[src/rtl/txn_sequencer.sv]
`default_nettype none
// ============================================================================
// Module      : txn_sequencer
// Description : Request/response sequencer in front of the ATM datapath, with
//               per-account PIN-failure lockout and a completion timeout.
// Revision    : 1.0 - initial release
// ============================================================================
module txn_sequencer #(
    parameter int TIMEOUT_CYCLES = 1024,
    parameter int MAX_PIN_FAILS  = 3
) (
    input  logic        clk,
    input  logic        rst,
    input  logic        req_valid,
    output logic        req_ready,
    input  logic [1:0]  req_op,
    input  logic [3:0]  req_acc,
    input  logic [3:0]  req_pin,
    input  logic [3:0]  req_dest,
    input  logic [31:0] req_amount,
    output logic        dp_start,
    output logic [1:0]  dp_op,
    output logic [3:0]  dp_acc,
    output logic [3:0]  dp_pin,
    output logic [3:0]  dp_dest,
    output logic [31:0] dp_amount,
    input  logic        dp_done,
    input  logic [3:0]  dp_status,
    output logic        rsp_valid,
    output logic [3:0]  rsp_status,
    output logic [15:0] lock_mask
);

    localparam int              c_CW          = (TIMEOUT_CYCLES > 1) ? $clog2(TIMEOUT_CYCLES) : 1;
    localparam logic [c_CW-1:0] c_TMO_LAST    = c_CW'(TIMEOUT_CYCLES - 1);
    localparam logic [c_CW-1:0] c_TMO_ONE     = c_CW'(1);
    localparam logic [1:0]      c_FAIL_LOCK   = 2'(MAX_PIN_FAILS);
    localparam logic [3:0]      c_ST_OK       = 4'h0;
    localparam logic [3:0]      c_ST_BAD_PIN  = 4'h1;
    localparam logic [3:0]      c_ST_SAME_ACC = 4'hB;
    localparam logic [3:0]      c_ST_ZERO_AMT = 4'hC;
    localparam logic [3:0]      c_ST_LOCKED   = 4'hD;
    localparam logic [3:0]      c_ST_TIMEOUT  = 4'hE;

    typedef enum logic [1:0] {
        IDLE  = 2'd0,
        ISSUE = 2'd1,
        WAIT  = 2'd2,
        RESP  = 2'd3
    } state_t;

    state_t          r_state;
    state_t          w_next;
    logic [c_CW-1:0] r_tmo_cnt;
    logic [c_CW-1:0] w_tmo_inc;
    logic [1:0]      r_fail_cnt [16];
    logic [1:0]      w_fail_inc;
    logic            w_hs;
    logic            w_reject;
    logic [3:0]      w_rej_status;
    logic            w_done;
    logic            w_timeout;

    always_ff @(posedge clk) begin
        if (rst) begin
            r_state <= IDLE;
        end else begin
            r_state <= w_next;
        end
    end

    always_comb begin
        w_next       = r_state;
        req_ready    = 1'b0;
        dp_start     = 1'b0;
        rsp_valid    = 1'b0;
        w_hs         = 1'b0;
        w_reject     = 1'b0;
        w_rej_status = c_ST_OK;
        w_done       = 1'b0;
        w_timeout    = 1'b0;
        w_tmo_inc    = r_tmo_cnt + c_TMO_ONE;
        w_fail_inc   = (r_fail_cnt[dp_acc] == 2'b11) ? 2'b11 : r_fail_cnt[dp_acc] + 2'd1;

        case (r_state)
            IDLE: begin
                req_ready = 1'b1;
                if (req_valid) begin
                    w_hs = 1'b1;
                    // Reject priority: locked account, then zero amount, then self-transfer.
                    if (lock_mask[req_acc]) begin
                        w_reject     = 1'b1;
                        w_rej_status = c_ST_LOCKED;
                    end else if ((req_op != 2'd0) && (req_amount == 32'd0)) begin
                        w_reject     = 1'b1;
                        w_rej_status = c_ST_ZERO_AMT;
                    end else if ((req_op == 2'd3) && (req_dest == req_acc)) begin
                        w_reject     = 1'b1;
                        w_rej_status = c_ST_SAME_ACC;
                    end
                    w_next = w_reject ? RESP : ISSUE;
                end
            end
            ISSUE: begin
                dp_start = 1'b1;
                w_next   = WAIT;
            end
            WAIT: begin
                // Completion takes precedence over an expiring timeout.
                if (dp_done) begin
                    w_done = 1'b1;
                    w_next = RESP;
                end else if (w_tmo_inc == c_TMO_LAST) begin
                    w_timeout = 1'b1;
                    w_next    = RESP;
                end
            end
            RESP: begin
                rsp_valid = 1'b1;
                w_next    = IDLE;
            end
            default: begin
                w_next = IDLE;
            end
        endcase
    end

    always_ff @(posedge clk) begin
        if (rst) begin
            dp_op      <= 2'd0;
            dp_acc     <= 4'd0;
            dp_pin     <= 4'd0;
            dp_dest    <= 4'd0;
            dp_amount  <= 32'd0;
            rsp_status <= 4'd0;
            lock_mask  <= 16'd0;
            r_tmo_cnt  <= '0;
            for (int i = 0; i < 16; i++) begin
                r_fail_cnt[i] <= 2'd0;
            end
        end else begin
            if (w_hs) begin
                dp_op     <= req_op;
                dp_acc    <= req_acc;
                dp_pin    <= req_pin;
                dp_dest   <= req_dest;
                dp_amount <= req_amount;
            end

            if (w_reject) begin
                rsp_status <= w_rej_status;
            end

            if (r_state == ISSUE) begin
                r_tmo_cnt <= '0;
            end else if (r_state == WAIT) begin
                r_tmo_cnt <= w_tmo_inc;
            end

            if (w_done) begin
                rsp_status <= dp_status;
                if (dp_status == c_ST_BAD_PIN) begin
                    r_fail_cnt[dp_acc] <= w_fail_inc;
                    if (w_fail_inc >= c_FAIL_LOCK) begin
                        lock_mask[dp_acc] <= 1'b1;
                    end
                end else if (dp_status == c_ST_OK) begin
                    r_fail_cnt[dp_acc] <= 2'd0;
                end
            end else if (w_timeout) begin
                rsp_status <= c_ST_TIMEOUT;
            end
        end
    end

endmodule
`default_nettype wire
[config.mk]
export PLATFORM = sky130hd
export DESIGN_NAME = txn_sequencer
export DESIGN_NICKNAME = d
export VERILOG_FILES = /design/src/rtl/txn_sequencer.sv
export SDC_FILE = /design/constraint.sdc
export NUM_CORES = 1
export LEC_CHECK = 0
export BUFFER_PORTS_ARGS = -buffer_cell sky130_fd_sc_hd__buf_2
export CAP_MARGIN = 30
export CORE_AREA = 2 2 95 97
export CTS_BUF_LIST = sky130_fd_sc_hd__clkbuf_8
export CTS_CLUSTER_SIZE = 30
export DETAILED_ROUTE_END_ITERATION = 8
export DIE_AREA = 0 0 97 99
export GPL_TIMING_DRIVEN = 0
export PLACE_DENSITY = 0.83
export SYNTH_ARGS = -nofsm -noshare
export SYNTH_HDL_FRONTEND = slang
export SYNTH_SLANG_ARGS = --single-unit
[constraint.sdc]
create_clock -name clk -period 3.3 [get_ports clk]
set_input_delay 0 -clock clk [delete_from_list [all_inputs] [get_ports clk]]
set_output_delay 0 -clock clk [all_outputs]
set_load 0.02 [all_outputs]
==> impl_metrics.yaml, run 1 <==
status:
  run_status: "finished clean"
layout:
  layout.cells.most_common_list: "sky130_fd_sc_hd__buf_2, sky130_fd_sc_hd__nand2_1, sky130_fd_sc_hd__dfxtp_1"
  drive_gt1_frac: 0.247
  layout_commonest_cell: "sky130_fd_sc_hd__buf_2"
  fin_nets: 777
  layout-area-overhead-vs-synth_pct: 31.9
  fin_area_mm2: 0.00658
  antenna_cells_inserted: 0
  fillerInstances: 514
clock_network:
  postCtsHoldBufs: 50
  cts_max_level: 4
  post_cts_resized: 0
  clockBufferDepth: 2
  worst_setup_hold_path_clk_slew_ps: 80
  clk_root_buffer_cell: "sky130_fd_sc_hd__clkbuf_8"
  worstSkewPairLatency_ps: 440
  cts_post_setup_buffers_inserted: 0
  tritoncts_num_sinks: 114
  cts_tree: "yes"
  tritoncts.num_buffers: 17
worst_setup_path:
  critical-path-top-cell-by-count: "sky130_fd_sc_hd__mux4_2"
  cp-end-kind: "flop"
  worst_setup_path_start_kind: "flop"
  critPathSlowestCell: "sky130_fd_sc_hd__mux4_2"
  cp.required_ps: 3480
  critical_path.cell_chain: "clkbuf_1 -> mux4_2 -> mux4_2 -> o22ai_4 -> buf_4 -> nor2_1"
  timing.critical_path.slowest_cell_delay_ps: 610
  crit_type: "flop to flop"
  timing.critical_path.arrival_ps: 2800
  crit_path_max_fanout: 10
timing:
  actual_transition_at_the_worst_max_transition_pin_ps: 567
  final_hold_viol_count: 0
  fin_crit_sh: 0.792
  finalClockSkew_ps: 12.7
  tns_ps: 0
  rsz0062_at_grt: "false"
  achievable-frequency_mhz: 383
  timing.final.crit_period_ps: 2610
  setup_viol: 0
  worst_slew_margin: 0.618
  finalMaxSlewViolations: 0
synth:
  postSynth.asyncResetShare: 0
  post_synth.cell_area_avg_um2: 9.45
  netlist_area_mm2: 0.00499
  ys_types: 50
  synth-edff-count: 32
  syn_nets: 588
  cells_after_synth: 528
  yosys_warnings: 0
  postSynthRegisterBits: 114
  share_of_the_yosys_chip_area_belonging_to_registers: 0.521
  yosys_most_used_dff: "sky130_fd_sc_hd__dfxtp_1"
route:
  vias_after_detailed_routing: 4999
  detail_route.wl_per_cell_um: 18.8
  antenna_left: 0
  met3_wirelength_mm: 1.20
  top_metal_used: "met4"
  route.met2.wl_mm: 8.05
  drt-pass1-iter-count: 7
  wirelength_met1_mm: 5.70
  drt-initial-drc-count: 475
  detail_route.wirelength_mm: 15.8
  via_per_inst: 5.97
  detail_route.drc_violations: 0
job:
  cap_viol_max_count: 0
floorplanning:
  floorplan.initialDensity: 0.584
  design.core.area_mm2: 0.00855
  die_w_um: 97
  io_pins: 123
  die-height_um: 99
  overall_die_area_mm2: 0.00960
  row_count: 34
grt:
  globalRouteOverflowTotal: 0
  first_global_vias: 5029
  grt_start_max_net_pins: 17
  grt_pass1_wl_mm: 24.8
  global_route.usage.total: 0.330
  antenna_found_initial: 0
worst_hold_path:
  hold_path.startpoint: "req_valid"
  timing.hold.worst.class: "input port to flop"
place:
  detailed_place.area_mm2: 0.00573
  gp_congestion: 0.984
  place.port_buffers: 120
  place_hpwl_mm: 9.62
power_and_ir_drop:
  power.ir.vdd_worst_v: 0.000451
  p_leak_uw: 0.00274
  powerDensity_mw_per_mm2: 624
## sequential cells by signal, indices dropped and copies added, names as in the netlist, 4 cells and up, named ones only
signal      flops
dp_acc          4
dp_amount      32
dp_dest         4
dp_pin          4
lock_mask      16
r_fail_cnt     32
r_tmo_cnt      10
rsp_status      4
## cell usage after synthesis, types with 4 or more instances
cell type	n	area share
sky130_fd_sc_hd__clkbuf_1	22	0.017
sky130_fd_sc_hd__nand2_1	119	0.089
sky130_fd_sc_hd__o22ai_1	17	0.021
sky130_fd_sc_hd__nand2b_1	20	0.025
sky130_fd_sc_hd__mux4_2	10	0.045
sky130_fd_sc_hd__a211oi_1	4	0.0060
sky130_fd_sc_hd__nand3_1	8	0.0080
sky130_fd_sc_hd__xnor2_1	4	0.0070
sky130_fd_sc_hd__xor2_1	8	0.014
sky130_fd_sc_hd__dfxtp_1	82	0.33
sky130_fd_sc_hd__nor4_1	8	0.010
sky130_fd_sc_hd__inv_1	25	0.019
sky130_fd_sc_hd__nand4_1	5	0.0063
sky130_fd_sc_hd__nor3_1	4	0.0040
sky130_fd_sc_hd__mux4_1	4	0.021
sky130_fd_sc_hd__nor2_1	53	0.040
sky130_fd_sc_hd__edfxtp_1	32	0.19
sky130_fd_sc_hd__ha_1	6	0.015
sky130_fd_sc_hd__a21oi_1	49	0.049
## area by class of cell
class / count / area [um2] / area share
multi-input combinational: 357 / 2150 / 0.327
sequential: 114 / 2600 / 0.395
buffer: 31 / 138 / 0.0209
tap: 108 / 135 / 0.0205
timing repair buffer: 170 / 1100 / 0.167
inverter: 26 / 97.6 / 0.0148
clock inverter: 14 / 106 / 0.0162
clock buffer: 18 / 248 / 0.0376
## routing by layer
metal,GRT usage,vias up
met5,0,-
met4,0.191,0
met3,0.0738,88
met1,0.370,2355
li1,-,2210
met2,0.580,346
## worst paths after layout
kind                      endpoint  cells past startpoint  slack, ps
setup / recovery  r_fail_cnt[8][0]                      6        690
hold / removal          r_state[1]                      4         60
setup reg to reg  r_fail_cnt[8][0]                      6        690
hold reg to reg          dp_pin[3]                      2        460
## power breakdown
| group | switching (uW) | internal (uW) |
|---|---|---|
| clock network | 635 | 546 |
| registers | 109 | 1590 |
| logic | 810 | 418 |
## through the flow
step	util	total power (uW)	std cells	worst slack, ps	hold WS (ps)
after detailed placement	0.670	2830	756	823	250
after floorplan	-	2460	528	1100	136
final	0.770	4110	838	688	64.7
after global routing	0.770	4260	838	554	57.9
after global placement	0.670	2790	756	867	245
after CTS	0.770	4020	838	805	39.0
## kinds of logic after synthesis
| group | share of synthesized area |
|---|---|
| AND/OR/NAND/NOR | 0.207 |
| AO/OA/AOI/OAI | 0.107 |
| multiplexers | 0.0815 |
| adder cells (fa/ha/maj) | 0.0150 |
| buffers and inverters | 0.0471 |
| flip-flops | 0.521 |
| XOR/XNOR | 0.0211 |
## critical path, delay by kind of cell (launching register included)
| kind | cells | cell delay (ps) |
|---|---|---|
| mux | 2 | 1020 |
| buf+inv | 2 | 660 |
| flops | 1 | 330 |
| compound gates | 1 | 300 |
| simple gates | 1 | 60 |
(Power assumes the default switching activity.)
==> inputs of run 2 (changes only) <==
Settings changed: CORE_AREA 2 2 95 97 to 2 2 99 101, DIE_AREA 0 0 97 99 to 0 0 101 103, PLACE_DENSITY 0.83 to 0.77.
Clock period 3.3 ns to 2.68 ns, I/O delays scaled along.
==> run 2 against run 1 <==
Total power increased by 30%. Sequential cell count did not move. Clock-buffer cell count up 2. Critical path type unchanged. Critical endpoint is now r_fail_cnt[8][1].
==> impl_metrics.yaml, run 2 (synthesis results as in run 1) <==
floorplanning:
  overall_die_area_mm2: 0.0104
  design.core.area_mm2: 0.00946
  die-height_um: 103
  die_w_um: 101
  io_pins: 123
  row_count: 36
  floorplan.initialDensity: 0.528
worst_setup_path:
  worst_setup_path_start_kind: "flop"
  crit_type: "flop to flop"
  cp-end-kind: "flop"
  timing.critical_path.arrival_ps: 2740
  crit_path_max_fanout: 10
  cp.required_ps: 2860
clock_network:
  cts_max_level: 4
  worst_setup_hold_path_clk_slew_ps: 70
  tritoncts_num_sinks: 114
  clk_root_buffer_cell: "sky130_fd_sc_hd__clkbuf_8"
  worstSkewPairLatency_ps: 430
  tritoncts.num_buffers: 17
  cts_post_setup_buffers_inserted: 0
  cts_tree: "yes"
  clockBufferDepth: 2
power_and_ir_drop:
  power.clock.fraction: 0.330
  power.switching_fraction: 0.336
  power.share.sequential: 0.390
  power.ir.vdd_worst_v: 0.000569
  pwr-share-comb: 0.280
  p_leak_uw: 0.00280
  p_sw_uw: 1790
  powerDensity_mw_per_mm2: 801
  p_int_uw: 3550
timing:
  finalMaxSlewViolations: 0
  hold-worst-slack_ps: 43.6
  worst_slew_margin: 0.622
  finalClockSkew_ps: 9.22
  achievable-frequency_mhz: 391
  rsz0062_at_grt: "false"
  timing.final.crit_period_ps: 2560
  final_hold_viol_count: 0
  tns_ps: 0
  fin_crit_sh: 0.954
  actual_transition_at_the_worst_max_transition_pin_ps: 568
  setup_viol: 0
layout:
  layout.cells.most_common_list: "sky130_fd_sc_hd__buf_2, sky130_fd_sc_hd__nand2_1, sky130_fd_sc_hd__dfxtp_1"
  layout_commonest_cell: "sky130_fd_sc_hd__buf_2"
  final_cell_count_no_fill: 845
  fin_nets: 777
  drive_gt1_frac: 0.245
  layout-area-overhead-vs-synth_pct: 33.7
  fillerInstances: 656
  largestRegisters: "dp_amount: 32 flops, r_fail_cnt: 32 flops, lock_mask: 16 flops"
grt:
  grt_start_max_net_pins: 17
  first_global_vias: 4775
  grt_pass1_wl_mm: 23.2
  globalRouteOverflowTotal: 0
  global_route.usage.total: 0.296
  antenna_found_initial: 0
worst_hold_path:
  hold_path.startpoint: "req_valid"
  timing.hold.worst.class: "input port to flop"
route:
  drt-pass1-iter-count: 5
  via_per_inst: 5.74
  detail_route.wl_per_cell_um: 18.0
  detail_route.wirelength_mm: 15.2
  antenna_left: 0
  detail_route.drc_violations: 0
  vias_after_detailed_routing: 4848
  drt-initial-drc-count: 415
place:
  place.port_buffers: 120
  gp_congestion: 0.884
  numPlacedInstances: 762
  place_hpwl_mm: 9.86
status:
  run_status: "finished clean"
job:
  cap_viol_max_count: 0
==> run 2: changes by cell type in the layout (fill, tap and decap cells not counted) <==
cell	before	now
sky130_fd_sc_hd__bufinv_16	0	4
sky130_fd_sc_hd__clkbuf_1	22	21
sky130_fd_sc_hd__clkbuf_2	2	3
sky130_fd_sc_hd__clkbuf_8	18	20
sky130_fd_sc_hd__clkinv_2	3	4
sky130_fd_sc_hd__clkinv_4	5	0
sky130_fd_sc_hd__clkinvlp_4	2	1
sky130_fd_sc_hd__diode_2	0	1
sky130_fd_sc_hd__inv_1	25	27
sky130_fd_sc_hd__inv_6	3	0
==> run 2: area by class of cell <==
cell class | count | area [um2] | area share
antenna | 1 | 2.50 | 0.000375
buffer | 31 | 139 | 0.0208
tap | 114 | 143 | 0.0214
inverter | 26 | 97.6 | 0.0146
clock buffer | 20 | 275 | 0.0412
multi-input combinational | 357 | 2150 | 0.323
timing repair buffer | 170 | 1100 | 0.165
clock inverter | 12 | 161 | 0.0242
sequential | 114 | 2600 | 0.390
==> run 2: per-layer routing <==
layer | GRT usage | up-vias | wire [um]
met1 | 0.345 | 2290 | 5560
li1 | - | 2202 | -
met2 | 0.494 | 278 | 7740
met5 | 0 | - | 0
met4 | 0.174 | 0 | 788
met3 | 0.0793 | 78 | 1150
==> run 2: stage by stage <==
stage,worst slack (ps),power [uW],util,instance area (um2)
after floorplan,485,3030,-,4990
after global placement,250,3440,0.606,5730
after detailed placement,122,3490,0.606,5730
after CTS,105,5290,0.705,6670
after global routing,0.500,5570,0.705,6670
final,123,5350,0.706,6680
==> run 2: final timing paths <==
path	to	cells after the start	slack (ps)
setup / recovery	r_fail_cnt[8][1]	6	120
hold reg to reg	dp_amount[30]	2	460
hold / removal	r_state[1]	4	40
setup reg to reg	r_fail_cnt[8][1]	6	120
==> run 2: what timing repair did <==
| action | in CTS | in global routing |
|---|---|---|
| hold buffers | 50 | 0 |
| endpoints found under the setup margin | 0 | 1 |
| gates resized for setup | 0 | 2 |
| endpoints found under the hold margin | 52 | 0 |
==> run 2: worst max-delay path, stage by stage, from the launching register on <==
cell	delay [ps]
sky130_fd_sc_hd__dfxtp_1	310
sky130_fd_sc_hd__clkbuf_1	400
sky130_fd_sc_hd__mux4_2	420
sky130_fd_sc_hd__mux4_2	580
sky130_fd_sc_hd__o22ai_4	270
sky130_fd_sc_hd__buf_4	250
sky130_fd_sc_hd__nor2_1	70
==> run 2: power groups by stage <==
stage | Sequential [uW] | Combinational [uW] | Clock (uW)
after floorplan | 2260 | 765 | 0
after global placement | 2100 | 1340 | 0
after detailed placement | 2110 | 1390 | 0
after CTS | 2070 | 1450 | 1770
after global routing | 2100 | 1620 | 1850
final | 2080 | 1500 | 1760
